`src/rtl/demux3_stream_pkg.sv`:
```
// Shared datapath definitions for the 3:1 mux / 1:3 demux pair.
// The select encoding lives here so both ends of the pair decode one field identically.
package demux3_stream_pkg;

    localparam logic [1:0] SEL_CH0 = 2'b00;
    localparam logic [1:0] SEL_CH1 = 2'b01;
    localparam logic [1:0] SEL_CH2 = 2'b10;

    typedef enum logic [1:0] {
        CH0 = 2'd0,
        CH1 = 2'd1,
        CH2 = 2'd2
    } chan_t;

    // Code 11 aliases channel 2, matching the mux.
    function automatic chan_t decode_sel(input logic [1:0] sel);
        case (sel)
            SEL_CH0: return CH0;
            SEL_CH1: return CH1;
            default: return CH2;
        endcase
    endfunction

endpackage

```
`src/rtl/demux3_stream_slot1.sv`:
```
// Single-entry valid/ready buffer with a saturating accepted-transfer counter.
// A load and a drain on the same edge keep the slot full, giving one word per cycle.
module stream_slot1 #(
    parameter int WIDTH = 8,
    parameter int CNT_W = 8
) (
    input  logic             clk,
    input  logic             reset,
    input  logic             load,
    input  logic [WIDTH-1:0] load_data,
    input  logic             cnt_clr,
    input  logic             ready,
    output logic             free,
    output logic [WIDTH-1:0] data,
    output logic             valid,
    output logic [CNT_W-1:0] cnt
);

    localparam logic [0:0] EMPTY = 1'b0;
    localparam logic [0:0] FULL  = 1'b1;

    logic [0:0] state;

    function automatic logic [CNT_W-1:0] sat_inc(input logic [CNT_W-1:0] v);
        return (&v) ? v : v + 1'b1;
    endfunction

    assign valid = (state == FULL);
    assign free  = (state == EMPTY) || ready;

    always_ff @(posedge clk) begin
        if (reset) begin
            state <= EMPTY;
            data  <= '0;
        end else if (load) begin
            state <= FULL;
            data  <= load_data;
        end else if (state == FULL && ready) begin
            state <= EMPTY;
        end
    end

    // Clear beats a same-cycle accept; reset beats both.
    always_ff @(posedge clk) begin
        if (reset || cnt_clr) begin
            cnt <= '0;
        end else if (load) begin
            cnt <= sat_inc(cnt);
        end
    end

endmodule

```
`src/rtl/demux3_stream.sv`:
```
// 1:3 registered stream distributor: steers one valid/ready stream to one of three
// single-word channel buffers by a 2-bit select, counting accepts per channel.
module demux3_stream
    import demux3_stream_pkg::*;
#(
    parameter int WIDTH = 8,
    parameter int CNT_W = 8
) (
    input  logic             clk,
    input  logic             reset,
    input  logic [WIDTH-1:0] in_data,
    input  logic [1:0]       in_sel,
    input  logic             in_valid,
    output logic             in_ready,
    output logic [WIDTH-1:0] out_data0,
    output logic [WIDTH-1:0] out_data1,
    output logic [WIDTH-1:0] out_data2,
    output logic             out_valid0,
    output logic             out_valid1,
    output logic             out_valid2,
    input  logic             out_ready0,
    input  logic             out_ready1,
    input  logic             out_ready2,
    output logic [CNT_W-1:0] cnt0,
    output logic [CNT_W-1:0] cnt1,
    output logic [CNT_W-1:0] cnt2,
    input  logic             cnt_clr
);

    chan_t      target;
    logic [2:0] free;
    logic [2:0] load;
    logic       accept;

    // in_ready looks only at the selected channel, so a stalled channel never blocks others.
    assign target   = decode_sel(in_sel);
    assign in_ready = !reset && free[target];
    assign accept   = in_valid && in_ready;
    assign load     = accept ? (3'b001 << target) : 3'b000;

    stream_slot1 #(.WIDTH(WIDTH), .CNT_W(CNT_W)) u_slot0 (
        .clk(clk), .reset(reset), .load(load[0]), .load_data(in_data), .cnt_clr(cnt_clr),
        .ready(out_ready0), .free(free[0]), .data(out_data0), .valid(out_valid0), .cnt(cnt0)
    );

    stream_slot1 #(.WIDTH(WIDTH), .CNT_W(CNT_W)) u_slot1 (
        .clk(clk), .reset(reset), .load(load[1]), .load_data(in_data), .cnt_clr(cnt_clr),
        .ready(out_ready1), .free(free[1]), .data(out_data1), .valid(out_valid1), .cnt(cnt1)
    );

    stream_slot1 #(.WIDTH(WIDTH), .CNT_W(CNT_W)) u_slot2 (
        .clk(clk), .reset(reset), .load(load[2]), .load_data(in_data), .cnt_clr(cnt_clr),
        .ready(out_ready2), .free(free[2]), .data(out_data2), .valid(out_valid2), .cnt(cnt2)
    );

endmodule

```
`config.mk`:
```
export PLATFORM = sky130hd
export DESIGN_NAME = demux3_stream
export DESIGN_NICKNAME = d
export VERILOG_FILES = /design/src/rtl/demux3_stream_pkg.sv /design/src/rtl/demux3_stream_slot1.sv /design/src/rtl/demux3_stream.sv
export SDC_FILE = /design/constraint.sdc
export NUM_CORES = 1
export LEC_CHECK = 0
export ABC_AREA = 1
export CELL_PAD_IN_SITES_DETAIL_PLACEMENT = 1
export CELL_PAD_IN_SITES_GLOBAL_PLACEMENT = 2
export CORE_UTILIZATION = 25
export DETAILED_ROUTE_END_ITERATION = 6
export PLACE_DENSITY_LB_ADDON = 0.1
export REMOVE_ABC_BUFFERS = 1
export SYNTH_ARGS = -nofsm -noshare
export SYNTH_HDL_FRONTEND = slang
export SYNTH_HIERARCHICAL = 1
export SYNTH_SLANG_ARGS = --single-unit
```
`constraint.sdc`:
```
create_clock -name clk -period 2.1 [get_ports clk]
set_input_delay 0.42 -clock clk [delete_from_list [all_inputs] [get_ports clk]]
set_output_delay 0.42 -clock clk [all_outputs]
set_load 0.1 [all_outputs]
```
# Word level (Yosys, flattened, before mapping)
# Cells that the tools add are included.
# word_totals
register_bits	51
inputBits	17
output_inout_bits	52
# op_classes
shifts	1
bitwise	6
add_sub_neg	3
reduce_logical	20
eq_ne	1
n_lt_le_gt_ge	1
mux	10
# op_table
cell	count
adder 8 x 1 -> 8 bit, second input constant	3
AND reduction 8 bit	3
two-way mux 1 bit	7
inverter 1 bit	6
AND reduction 2 bit	3
nonzero test 2 bit	3
logical AND 1 bit	5
logical OR 1 bit	4
case mux 2 bit (2 select lines)	1
< comparator 2 x 3 -> 1 bit, second input constant	1
two-way mux 3 bit	1
<< shifter 1 x 2 -> 3 bit, first input constant	1
binary-select mux 1 bit (select 2 bit)	1
equality test 2 x 1 -> 1 bit, second input constant	1
zero test 2 bit	1
zero test 1 bit	1

# Depth between registers and ports, before layout
# depth
word_depth	8
ltp_mapped	13
depth_no_buf	13

# By module
# Netlist, hierarchy kept.
# by_module_without_submodules
mod	cells_per_inst	n_inst	area_per_inst_um2
stream_slot1	106	3	764.5
demux3_stream	18	1	86.3

# Worst setup path before layout
# OpenSTA, ideal clock, no wires.
# synth_timing
path_type	register to output
from	register u_slot2.state (netlist: u_slot2/valid)
to	output in_ready
required_time_ns	1.680
n_path_buf	0
stages_incl_launch_ff	6
path_slack_ns	-0.042
arrival_time_ns	1.722
path_cell_list	dfxtp_1 -> nand2_1 -> nand2_1 -> nand3_2 -> nand2_1 -> inv_1
# synth_between
elab_chain_len	5
# synth_rtl
item	line_no	text
start: declaration	demux3_stream_slot1.sv:22	logic [0:0] state;
start signal: assignment	demux3_stream_slot1.sv:33	state <= EMPTY;
start signal: assignment	demux3_stream_slot1.sv:36	state <= FULL;
start signal: assignment	demux3_stream_slot1.sv:39	state <= EMPTY;
inverter 1 bit	demux3_stream_slot1.sv:29	assign free = (state == EMPTY) || ready;
logical OR 1 bit	demux3_stream_slot1.sv:29	
net free[2]	demux3_stream.sv:31	logic [2:0] free;
binary-select mux 1 bit (select 2 bit)	demux3_stream.sv:37	assign in_ready = !reset && free[target];
two-way mux 1 bit (not written as such)	demux3_stream.sv:37	
logical AND 1 bit	demux3_stream.sv:37	
end: declaration	demux3_stream.sv:14	output logic in_ready,
# The timed path passes the listed nets, and every way through them passes these cells. The select of a mux whose other input is x is not followed.

# Final worst setup path
# layout_timing
from	input in_sel[1]
to	output in_ready
# layout_between
elab_chain_len	5
elab_cells_between_ends	6
cone_classes	eq/ne: 1; mux: 3; reduce/logical: 2
# layout_rtl
item	line_no	text
start: declaration	demux3_stream.sv:12	input logic [1:0] in_sel,
equality test 2 x 1 -> 1 bit / zero test 2 bit (equally long branches)	demux3_stream_pkg.sv:17	case (sel)
case mux 2 bit (2 select lines) (*)	demux3_stream_pkg.sv:17	
binary-select mux 1 bit (select 2 bit) (*)	demux3_stream.sv:37	
two-way mux 1 bit (not written as such) (*)	demux3_stream.sv:37	
logical AND 1 bit (*)	demux3_stream.sv:37	
# Every way passes the cells marked *; elsewhere a longest branch is shown, timed or not. The select of a mux whose other input is x is not followed.

==> impl_metrics.env <==
export IMPL_min_path_cells=2
export IMPL_finalSetupViolations=0
export IMPL_pwr_share_seq=0.509
export IMPL_synth_top_area_share=0.429
export IMPL_synth_area_leader_cell="dfxtp_1"
export IMPL_min_path_type="flop to flop"
export IMPL_reg2reg_from="u_slot1/valid"
export IMPL_hold_viol_final=0
export IMPL_cts_max_path_buffers=2
export IMPL_initial_core_util=0.258
export IMPL_fillers=1177
export IMPL_maxSlewHeadroom=0.615
export IMPL_routabilityCongestion=0.705
export IMPL_synth_seq_cells=51
export IMPL_clk_pin_slew_ns=0.09
export IMPL_placement_io_buffers=68
export IMPL_max_freq_mhz=520
export IMPL_coreArea_um2=9240
export IMPL_wl_per_cell_um=12.5
export IMPL_drc=0
export IMPL_path_class="input pin to output pin"
export IMPL_totalWireLength_um=6800
export IMPL_placed_cell_area_um2=3140
export IMPL_cp_end_kind="output pin"
export IMPL_worstMarginPinSlew_ns=0.575
export IMPL_grt_max_degree=31
export IMPL_synth_avg_cell_area_um2=7.08
export IMPL_cts_root_buffer="clkbuf_8"
export IMPL_synth_warnings=6
export IMPL_final_cell_mix="nand2_1, buf_4, dfxtp_1, nor2_1, a21oi_1"
export IMPL_via_count=2315
export IMPL_cts_setup_buffers=0
export IMPL_grt_pass1_vias=2313
export IMPL_grt_setup_unrepaired="no"
export IMPL_drive_gt1_frac=0.248
export IMPL_final_common_cell="nand2_1"
export IMPL_clockPowerShare=0.351
export IMPL_seq_area_frac_synth=0.429
export IMPL_min_delay_start="u_slot0/data[5]"
export IMPL_synthCells=336
export IMPL_drv_slew=0
export IMPL_antenna_found_initial=0
export IMPL_reg2reg_depth=13
export IMPL_clkLatencyLatePin_ns=0.30
export IMPL_n_antenna_cell=0
export IMPL_fin_nets=435
export IMPL_cts_resized=0
export IMPL_intPower_mw=1.41
export IMPL_grt_ovfl_total=0
export IMPL_stdcell_area_um2=3240
export IMPL_die_h_um=99.6
export IMPL_maxCapViolCount=0
export IMPL_num_io_pins=69
export IMPL_hpwl_um=5070
export IMPL_switching_share=0.274
export IMPL_die_area_um2=9910
export IMPL_firstDrtPassIters=4
export IMPL_grt_pass1_wl_um=11400
export IMPL_cp_data_arrival_time_ns=1.50
export IMPL_hold_buffers=0
export IMPL_cts_max_level=2
export IMPL_power_switching_mw=0.532
export IMPL_synth_cell_types=21
export IMPL_cts_buffers=5
export IMPL_crit_path_start_kind="input pin"
export IMPL_pwr_density_cell_nw_per_um2=600
export IMPL_syn_to_final_growth_pct=36.1
export IMPL_tns_ns=0
export IMPL_final_util=0.351
export IMPL_cts_tree="yes"
export IMPL_drtAntennaViolNets=0
export IMPL_dp_cells=537
export IMPL_synth_area_top_cells="dfxtp_1, nand2_1, a21oi_1, nor2_1, nand3_1"
export IMPL_finClkSkew_ns=0.00729
export IMPL_rrSetupSlack_ns=0.55
export IMPL_stdcell_count=544
export IMPL_period_needed_ns=1.92
export IMPL_crit_required_ns=1.68
export IMPL_grt_use_total=0.147
export IMPL_die_x_um=99.6
export IMPL_min_to="u_slot0/data[5]"
export IMPL_reg2reg_to="u_slot1/cnt[5]"
export IMPL_row_count=35
export IMPL_cp_max_fo=5
export IMPL_p_comb_frac=0.140
export IMPL_fin_crit_sh=0.915
export IMPL_synth_area_um2=2380
export IMPL_viasPerCell=4.26
export IMPL_ir_drop_v=0.000238
export IMPL_drtIter0Drc=44
export IMPL_leakage_nw=1.33
export IMPL_cts_sinks=51
export IMPL_status="finished, final reports clean"
kinds of logic (layout without fill, tap and decap cells):
logic type,count (synthesis),count (layout),share of synthesized area
compound gates,48,48,0.106
fa+ha+maj,3,3,0.0158
flops,51,51,0.429
simple gates,188,188,0.366
buf+inv,46,125,0.0836
sequential cells by signal (all words and copies together), names as in the netlist:
register / flops
u_slot1/valid: 1
u_slot2/cnt: 8
u_slot2/valid: 1
u_slot0/data: 8
u_slot1/cnt: 8
u_slot2/data: 8
u_slot0/cnt: 8
u_slot0/valid: 1
u_slot1/data: 8
worst max path at each step:
| stage | start | endpoint | slack [ns] | cells past startpoint |
|---|---|---|---|---|
| final | in_sel[1] | in_ready | 0.18 | 7 |
| after global routing | in_sel[1] | u_slot1/cnt[5] | 0.06 | 14 |
| after CTS | in_sel[1] | in_ready | 0.16 | 7 |
| after detailed placement | in_sel[1] | u_slot1/cnt[5] | -0.10 | 14 |
| after global placement | in_sel[1] | u_slot1/cnt[4] | -0.04 | 13 |
| after floorplan | u_slot2/valid | u_slot1/cnt[4] | -0.23 | 10 |
routing by layer:
metal,global-route usage,share of wire,vias to the layer above,routed length (um)
met5,0,0,-,0
met3,0.0316,0.040,6,271
met4,0.0407,0.010,0,70
li1,-,-,1204,-
met2,0.251,0.48,43,3280
met1,0.186,0.47,1062,3170
stage by stage:
stage / worst slack (ns) / hold slack [ns] / total power [mW]
after floorplan: -0.231 / 0.489 / 1.17
after global placement: -0.0443 / 0.449 / 1.29
after detailed placement: -0.103 / 0.455 / 1.29
after CTS: 0.155 / 0.469 / 2.00
after global routing: 0.0572 / 0.489 / 2.04
final: 0.178 / 0.465 / 1.94
critical path: stages:
cell,delay (ns)
clkdlybuf4s50_1,0.48
nor2_2,0.13
nand2_1,0.07
nand3_2,0.07
nand2_1,0.05
inv_1,0.09
buf_12,0.18
layout make-up:
type                    count  area [um^2]  area share
clock buffers               6         72.6      0.0224
clock inverters             1         30.0     0.00927
inverters                  37          139      0.0429
multi-input cells         239         1160       0.358
flip-flops and latches     51         1020       0.315
well taps                 129          161      0.0498
repair buffers             81          656       0.202
synth_stat cells:
| master | count |
|---|---|
| nand2_1 | 102 |
| dfxtp_1 | 51 |
| nor2_1 | 42 |
| a21oi_1 | 39 |
| inv_1 | 27 |
| nand3_1 | 22 |
| inv_2 | 10 |
| nand2_2 | 6 |
| nor2_4 | 6 |
| a21oi_2 | 3 |
| buf_2 | 3 |
| buf_6 | 3 |
| clkbuf_1 | 3 |
| ha_1 | 3 |
| nand3b_1 | 3 |
| nor2_8 | 3 |
| o21ai_0 | 3 |
| o21ai_1 | 3 |
| nand3_2 | 2 |
| nand4_1 | 1 |
| nor2_2 | 1 |
power groups by stage:
| stage | clock (mW) | sequential, mW | combinational, mW |
|---|---|---|---|
| after floorplan | 0 | 1.11 | 0.0659 |
| after global placement | 0 | 1.01 | 0.274 |
| after detailed placement | 0 | 1.01 | 0.276 |
| after CTS | 0.729 | 0.990 | 0.277 |
| after global routing | 0.760 | 0.992 | 0.288 |
| final | 0.682 | 0.989 | 0.272 |
Note: power is estimated with default switching activity, not from simulation.
